### src/rtl/fb_pkg.sv
// fb_pkg: frame buffer geometry, pixel/address types and swap FSM states
// shared by the frame buffer port arbiter slice.
package fb_pkg;

    localparam int FB_W       = 320;
    localparam int FB_H       = 240;
    localparam int FB_DEPTH   = FB_W * FB_H;
    localparam int PIX_ADDR_W = 17;
    localparam int PIX_W      = 24;

    typedef logic [PIX_W-1:0]      pixel_t;
    typedef logic [PIX_ADDR_W-1:0] pix_addr_t;

    typedef enum logic [1:0] {IDLE, PENDING, SWAP} swap_state_t;

endpackage

### src/rtl/fb_swap_fsm.sv
// fb_swap_fsm: vertical-sync edge detector, bank swap request FSM and the
// front bank register; the bank only toggles on the cycle after a VS start.
module fb_swap_fsm
    import fb_pkg::*;
#(
    parameter bit VS_ACTIVE_LOW = 1'b1
) (
    input  logic clk,
    input  logic rst_n,
    input  logic vs,
    input  logic swap_req,
    output logic vs_start,
    output logic idle,
    output logic swap_pending,
    output logic swap_done,
    output logic front_bank
);

    swap_state_t state, state_nxt;
    logic        vs_q;

    // XOR with the polarity turns both samples into "sync asserted" flags
    assign vs_start = (vs ^ VS_ACTIVE_LOW) & ~(vs_q ^ VS_ACTIVE_LOW);

    always_ff @(posedge clk or negedge rst_n) begin
        if (!rst_n) begin
            state      <= IDLE;
            vs_q       <= VS_ACTIVE_LOW;
            front_bank <= 1'b0;
        end else begin
            state <= state_nxt;
            vs_q  <= vs;
            if (state == SWAP)
                front_bank <= ~front_bank;
        end
    end

    always_comb begin
        state_nxt = state == IDLE    ? (swap_req ? PENDING : IDLE) :
                    state == PENDING ? (vs_start ? SWAP : PENDING) :
                                       IDLE;
    end

    always_comb begin
        idle         = state == IDLE;
        swap_pending = state == PENDING;
        swap_done    = state == SWAP;
    end

endmodule

### src/rtl/fb_port_arbiter.sv
// fb_port_arbiter: shares a single-port double-banked frame buffer between the
// display read port (absolute priority) and a valid/ready pixel writer.
module fb_port_arbiter
    import fb_pkg::*;
#(
    parameter int ADDR_W        = 17,
    parameter int DATA_W        = 24,
    parameter int FB_DEPTH      = fb_pkg::FB_DEPTH,
    parameter bit VS_ACTIVE_LOW = 1'b1
) (
    input  logic              iVGA_CLK,
    input  logic              iRST_n,
    input  logic              iVS,
    input  logic              iRd_en,
    input  logic [ADDR_W-1:0] iRd_addr,
    output logic [DATA_W-1:0] oRd_data,
    output logic              oRd_valid,
    input  logic              iWr_valid,
    input  logic [ADDR_W-1:0] iWr_addr,
    input  logic [DATA_W-1:0] iWr_data,
    output logic              oWr_ready,
    output logic              oWr_drop,
    input  logic              iSwap_req,
    output logic              oSwap_pending,
    output logic              oSwap_done,
    output logic              oFront_bank,
    output logic [15:0]       oStall_cnt,
    output logic [ADDR_W:0]   oMem_addr,
    output logic              oMem_wren,
    output logic [DATA_W-1:0] oMem_wdata,
    input  logic [DATA_W-1:0] iMem_rdata
);

    localparam logic [ADDR_W-1:0] DEPTH = ADDR_W'(FB_DEPTH);

    logic        idle, vs_start, accept, stall, rd_d1;
    logic [15:0] stall_acc, stall_base;

    fb_swap_fsm #(
        .VS_ACTIVE_LOW(VS_ACTIVE_LOW)
    ) u_swap (
        .clk         (iVGA_CLK),
        .rst_n       (iRST_n),
        .vs          (iVS),
        .swap_req    (iSwap_req),
        .vs_start    (vs_start),
        .idle        (idle),
        .swap_pending(oSwap_pending),
        .swap_done   (oSwap_done),
        .front_bank  (oFront_bank)
    );

    always_comb begin
        oWr_ready  = !iRd_en && idle;
        accept     = iWr_valid && oWr_ready;
        stall      = iWr_valid && !oWr_ready;
        oMem_addr  = iRd_en ? {oFront_bank, iRd_addr} : {~oFront_bank, iWr_addr};
        oMem_wren  = accept && iWr_addr < DEPTH;
        oMem_wdata = iWr_data;
        stall_base = vs_start ? 16'd0 : stall_acc;
    end

    always_ff @(posedge iVGA_CLK or negedge iRST_n) begin
        if (!iRST_n) begin
            rd_d1      <= 1'b0;
            oRd_valid  <= 1'b0;
            oRd_data   <= '0;
            oWr_drop   <= 1'b0;
            stall_acc  <= '0;
            oStall_cnt <= '0;
        end else begin
            rd_d1     <= iRd_en;
            oRd_valid <= rd_d1;
            if (rd_d1)
                oRd_data <= iMem_rdata;
            oWr_drop <= accept && iWr_addr >= DEPTH;
            // a stall in the vs_start cycle already belongs to the new frame
            stall_acc <= (stall && stall_base != 16'hFFFF) ? stall_base + 16'd1 : stall_base;
            if (vs_start)
                oStall_cnt <= stall_acc;
        end
    end

endmodule

### config.mk
export PLATFORM = sky130hd
export DESIGN_NAME = fb_port_arbiter
export DESIGN_NICKNAME = d
export VERILOG_FILES = /design/src/rtl/fb_pkg.sv /design/src/rtl/fb_swap_fsm.sv /design/src/rtl/fb_port_arbiter.sv
export SDC_FILE = /design/constraint.sdc
export NUM_CORES = 1
export LEC_CHECK = 0
export CAP_MARGIN = 5
export CORE_MARGIN = 2
export CORE_UTILIZATION = 34
export CTS_CLUSTER_DIAMETER = 80
export DETAILED_ROUTE_END_ITERATION = 8
export PLACE_DENSITY = 0.82
export SYNTH_ARGS = -nofsm -noshare
export SYNTH_HDL_FRONTEND = slang
export SYNTH_SLANG_ARGS = --single-unit
### constraint.sdc
create_clock -name iVGA_CLK -period 2 [get_ports iVGA_CLK]
set_clock_uncertainty 0.05 [all_clocks]
set_input_delay 0.5 -clock iVGA_CLK [delete_from_list [all_inputs] [get_ports iVGA_CLK]]
set_output_delay 0.5 -clock iVGA_CLK [all_outputs]
set_load 0.02 [all_outputs]
Yosys cells after proc, flatten, opt, wreduce, memory -nomap -nowiden --
Index checks and enable logic that the tools add are counted.
Storage, ports and cells: output and inout bits 89, flip-flop bits (word level) 63
Cells by class: multiplexer cells 7, $add $sub $neg 1, reductions and logical operators 9, $lt $le $gt $ge 2, equal/unequal tests 3, bitwise operators 3
Operators with widths (number):
- $mux W16 | 2
- $mux W18 | 1
- $ge A17 B17 Y1 const B | 1
- $lt A17 B17 Y1 const B | 1
- $add A16 B1 Y16 const B | 1
- $ne A16 B16 Y1 const B | 1
- $logic_and A1 B1 Y1 | 6
- $mux W2 | 3
- $eq A2 B1 Y1 const B | 1
- $eq A2 B2 Y1 const B | 1
- $logic_not A1 Y1 | 2
- $logic_not A2 Y1 | 1
- $not A1 Y1 | 2
- $and A1 B1 Y1 | 1
- $mux W1 | 1

Depth between registers and ports, before layout --
Gate-level depths: netlist (run 1).
depth in word-level cells 6, mapped depth 6, gate-level depth less buffers 4

By module --
A second synthesis (run 1) with hierarchy kept.
Second synthesis, totals: cells, all modules 242, area total of the unflattened synthesis 3052.9 µm²
Modules (own cells, without submodules):
- fb_port_arbiter | sequential area each 1476.4 µm², times used 1, cells an instance 230, area each 2899.0 µm²
- fb_swap_fsm | sequential area each 101.3 µm², times used 1, cells an instance 12, area each 153.9 µm²

Worst setup path after synthesis (run 1) --
No wires, ideal clock.
path type input -> output, start input port iRd_en, end output port oMem_wren, data arrival time 1.780 ns, stages on the path 4, path slack -0.330 ns, required time 1.450 ns, cells stage by stage clkbuf_1 > nor3_1 > nand2_1 > nor2b_1
Between the ends: cells in the longest elaborated chain, start to end 4
RTL lines:
- start, declared | line fb_port_arbiter.sv:14 | input logic iRd_en,
- $logic_not A1 Y1 | line fb_port_arbiter.sv:54 | oWr_ready = !iRd_en && idle;
- $logic_and A1 B1 Y1 | line fb_port_arbiter.sv:54
- via oWr_ready | line fb_port_arbiter.sv:21 | output logic oWr_ready,
- $logic_and A1 B1 Y1 | line fb_port_arbiter.sv:55 | accept = iWr_valid && oWr_ready;
- $logic_and A1 B1 Y1 | line fb_port_arbiter.sv:58 | oMem_wren = accept && iWr_addr < DEPTH;
- end, declared | line fb_port_arbiter.sv:29 | output logic oMem_wren,
The timed path passes the listed nets, and every way through them passes these cells.

Worst setup path after layout (run 1) --
start input port iWr_addr[13], end output port oMem_wren
Between the ends: cells in the longest elaborated chain, start to end 2
RTL lines:
- start, declared | line fb_port_arbiter.sv:19 | input logic [ADDR_W-1:0] iWr_addr,
- $lt A17 B17 Y1 | line fb_port_arbiter.sv:58
- $logic_and A1 B1 Y1 | line fb_port_arbiter.sv:58
No other way between the ends.

==> results of run 1 <==
final cells by class:
cell class                 count  area, um^2
fill                         750        4070
sequential                    63        1580
timing repair buffer         157        1450
multi-input combinational    170        1280
clock buffer                  10         138
tap                          108         135
clock inverter                 6         108
inverter                       2        7.51
placed cells by master, fill, tap and decap left out, drive strengths merged, types with 5 or more instances in the layout:
cell type,netlist,final
nor2b,5,5
clkdlybuf4s15,0,5
clkdlybuf4s50,0,98
mux2,41,41
dfrtp,62,62
buf,28,45
nand2,56,56
xnor2,5,5
dlygate4sd2,0,5
clkbuf,9,14
a21oi,10,10
nor3,5,5
a31oi,5,5
power groups by stage:
stage               Clock [mW]  Combinational [mW]  Sequential, mW
floorplan                    0               0.327            1.57
CTS                       1.38               0.830            1.45
global route              1.45               0.871            1.47
global placement             0               0.825            1.47
detailed placement           0               0.837            1.48
finish                    1.35               0.819            1.45
per-layer routing:
metal | share of wire | vias to the layer above | track usage
li1 | - | 1180 | -
met1 | 0.42 | 1166 | 0.205
met2 | 0.49 | 93 | 0.260
met3 | 0.064 | 25 | 0.0457
met4 | 0.020 | 0 | 0.0685
met5 | 0 | - | 0
worst paths after layout:
| check | endpoint | depth (start not counted) |
|---|---|---|
| setup reg to reg | stall_acc[13] | 5 |
| min in group iVGA_CLK | oStall_cnt[2] | 2 |
| hold / removal | oRd_data[4] | 2 |
| max in group asynchronous | u_swap.vs_q | 2 |
| setup / recovery | oMem_wren | 5 |
| hold reg to reg | oStall_cnt[2] | 2 |
metrics by stage:
step / instances / util / instance area [um^2] / hold slack [ns]
2_1_floorplan: 272 / - / 3090 / 0.154
3_3_place_gp: 493 / 0.507 / 4440 / 0.412
3_5_place_dp: 493 / 0.507 / 4440 / 0.415
4_1_cts: 515 / 0.540 / 4740 / 0.121
5_1_grt: 516 / 0.536 / 4700 / 0.141
6_report: 516 / 0.536 / 4700 / 0.124
flip-flops by register name, summed over array words and instances, names as in the netlist, 2 cells and up:
register / count
stall_acc: 16
oRd_data: 24
u_swap.state: 2
oStall_cnt: 16
repair_timing:
item,4_1_cts,5_1_grt
gates cloned,1,0
resized for setup,84,18
pin swaps,2,3
buffers inserted,5,1
endpoints found under the setup margin,28,15
cell families after synthesis:
| group | count (synthesis) |
|---|---|
| buffers and inverters | 39 |
| multiplexers | 43 |
| AO/OA/AOI/OAI | 32 |
| flip-flops | 63 |
| AND/OR/NAND/NOR | 89 |
| XOR/XNOR | 6 |
worst max-delay path, stage by stage:
cell and delay, ns:
sky130_fd_sc_hd__dlygate4sd2_1 0.24, sky130_fd_sc_hd__nor2b_2 0.16, sky130_fd_sc_hd__o31ai_2 0.25, sky130_fd_sc_hd__nor2b_2 0.21, sky130_fd_sc_hd__buf_6 0.12
==> summary.txt, run 1 <==
Outcome
  – Run status: finished, violations left
  – Failing checks: negative setup slack

Drt
  – DRC violations left: 0
  – Number of detailed-route iterations in the first pass: 4
  – Drt initial violations: 86
  – Antenna Nets Post-Route: 0
  – Routed wire per std cell: 15.3 um
  – Total Routed Length: 7.90 mm
  – Routed via count: 2464
  – Via density per instance: 4.78

Critical path
  – Largest driver fanout on the critical path: 2
  – Startpoint types: primary input
  – Data arrival time of the critical path: 1.48 ns
  – Worst r2r src: u_swap.state[0]
  – Reg2Reg Setup Slack: 0.20 ns
  – Crit Path Category: in -> out
  – Crit path from: iWr_addr[13]
  – CP endpoint kind: output pin
  – Worst endpoint required time: 1.45 ns

Yosys
  – Synth top cells by count: 62 x sky130_fd_sc_hd__dfrtp_1, 56 x sky130_fd_sc_hd__nand2_1, 41 x sky130_fd_sc_hd__mux2_2, 24 x sky130_fd_sc_hd__buf_4, 10 x sky130_fd_sc_hd__a21oi_1
  – Simple-Gate Fraction of Synth Area: 0.152
  – Library cell with the largest summed area after synthesis: sky130_fd_sc_hd__dfrtp_1
  – Top area cells in the synthesized netlist: sky130_fd_sc_hd__dfrtp_1 50%, sky130_fd_sc_hd__mux2_2 15%, sky130_fd_sc_hd__nand2_1 6.8%, sky130_fd_sc_hd__buf_4 5.8%, sky130_fd_sc_hd__a21oi_1 1.6%
  – FF+latch count, synth: 63
  – Post-synth cell types: 43
  – Most numerous cell in the Yosys netlist: sky130_fd_sc_hd__dfrtp_1
  – Area share of fa/ha/maj cells after synthesis: 0
  – Post-synthesis sequential area ratio: 0.512
  – Largest family of logic cells by synthesized area: multiplexers
  – Top-area cell type share of the netlist area: 0.503
  – Count of flip-flops with a built-in enable after synthesis: 0
  – Avg Inst Size Synth: 11.3 um^2
  – Async set or reset register ratio after synthesis: 1.00
  – Synthesized netlist cell count: 272
  – Number of warnings issued by yosys: 0
  – Synth Net Count: 360
  – Share of cell area taken by muxes after synthesis: 0.156
  – Share of the synthesized area in compound gates (AO/OA/AOI/OAI): 0.0804
  – Cell area after synthesis: 3080 um^2
  – Top flip-flop cell by instance count after synthesis: sky130_fd_sc_hd__dfrtp_1
  – Post-synthesis xor/xnor area fraction: 0.0171

Die
  – Starting utilization of the core area: 0.352
  – Total Die Area: 9840 um^2
  – Number of primary I/O pins: 177
  – Die outline height: 99.2 um
  – Width of the die: 99.2 um
  – # rows: 34
  – Floorplan Core Area: 8760 um^2

Clocking
  – CTS tree: yes
  – Clock latency reported for the late side of the worst-skew pair: 0.33 ns
  – Cts-stage hold buffer count: 0
  – Total clock sinks: 63
  – Clock transition at the register clock pins on the worst setup and hold paths after CTS: 0.06 ns
  – Clock root cell: sky130_fd_sc_hd__clkbuf_8
  – Clk buf depth: 2
  – Level count of the clock H-tree: 3
  – Clock buffer count from CTS: 9

Timing
  – Max Fclk: 0.492 GHz
  – Slew margin rel.: 0.642
  – Worst Max-Slew Pin Slew: 0.532 ns
  – Setup-failing EPs final: 1
  – Final sum of negative setup slack: -0.0344 ns
  – Setup repair after global routing missed its margin: true
  – Fin. max-slew vios: 0
  – Smallest setup slack after layout: -0.0344 ns
  – Final Critical Period: 2.03 ns
  – Hold Violations, Final: 0
  – Final critical-path share of the clock period: 1.02

Pwr
  – Net switching fraction of the power: 0.262
  – Internal: 2.67 mW
  – P_sw: 948 uW
  – Peak supply drop: 350 uV
  – Part of the total power dissipated in the clock network: 0.372
  – Combinational Power Share: 0.226
  – Pleak: 2.04 nW
  – Design Power: 3.62 mW
  – Power density over cell area: 771 nW/um^2
  – Share of power burned in registers: 0.402

Global route
  – Wire length of the first global-routing pass: 12.8 mm
  – Antenna violations before repair: 0
  – Overflow left after global routing: 0
  – Maximum number of pins on one net before global-route repair: 64
  – Via count of the first global-routing pass: 2579
  – Total global routing track utilization: 0.162

Min path
  – Type of the worst min-delay path: in -> async

Layout
  – Layout overhead on the synthesized area: 52.4%
  – Share of layout cells above drive strength 1: 0.316
  – Total inserted antenna cells: 0
  – Layout Nets: 491

Placement
  – Last weighted congestion value of the routability-driven placer: 0.824
  – Port Buffers: 128
  – Pre-CTS setup slack: -0.722 ns
  – Estimated wirelength of the detail-placed design: 5.68 mm

Job
  – Max-capacitance violation count: 0
Power figures use the tool's default switching activity.
==> inputs of run 2 (changes only) <==
- CTS_CLUSTER_DIAMETER: 80 -> 40
==> results of run 2 <==
Same layout as run 1: the final DEF is identical, and so are final timing and power.
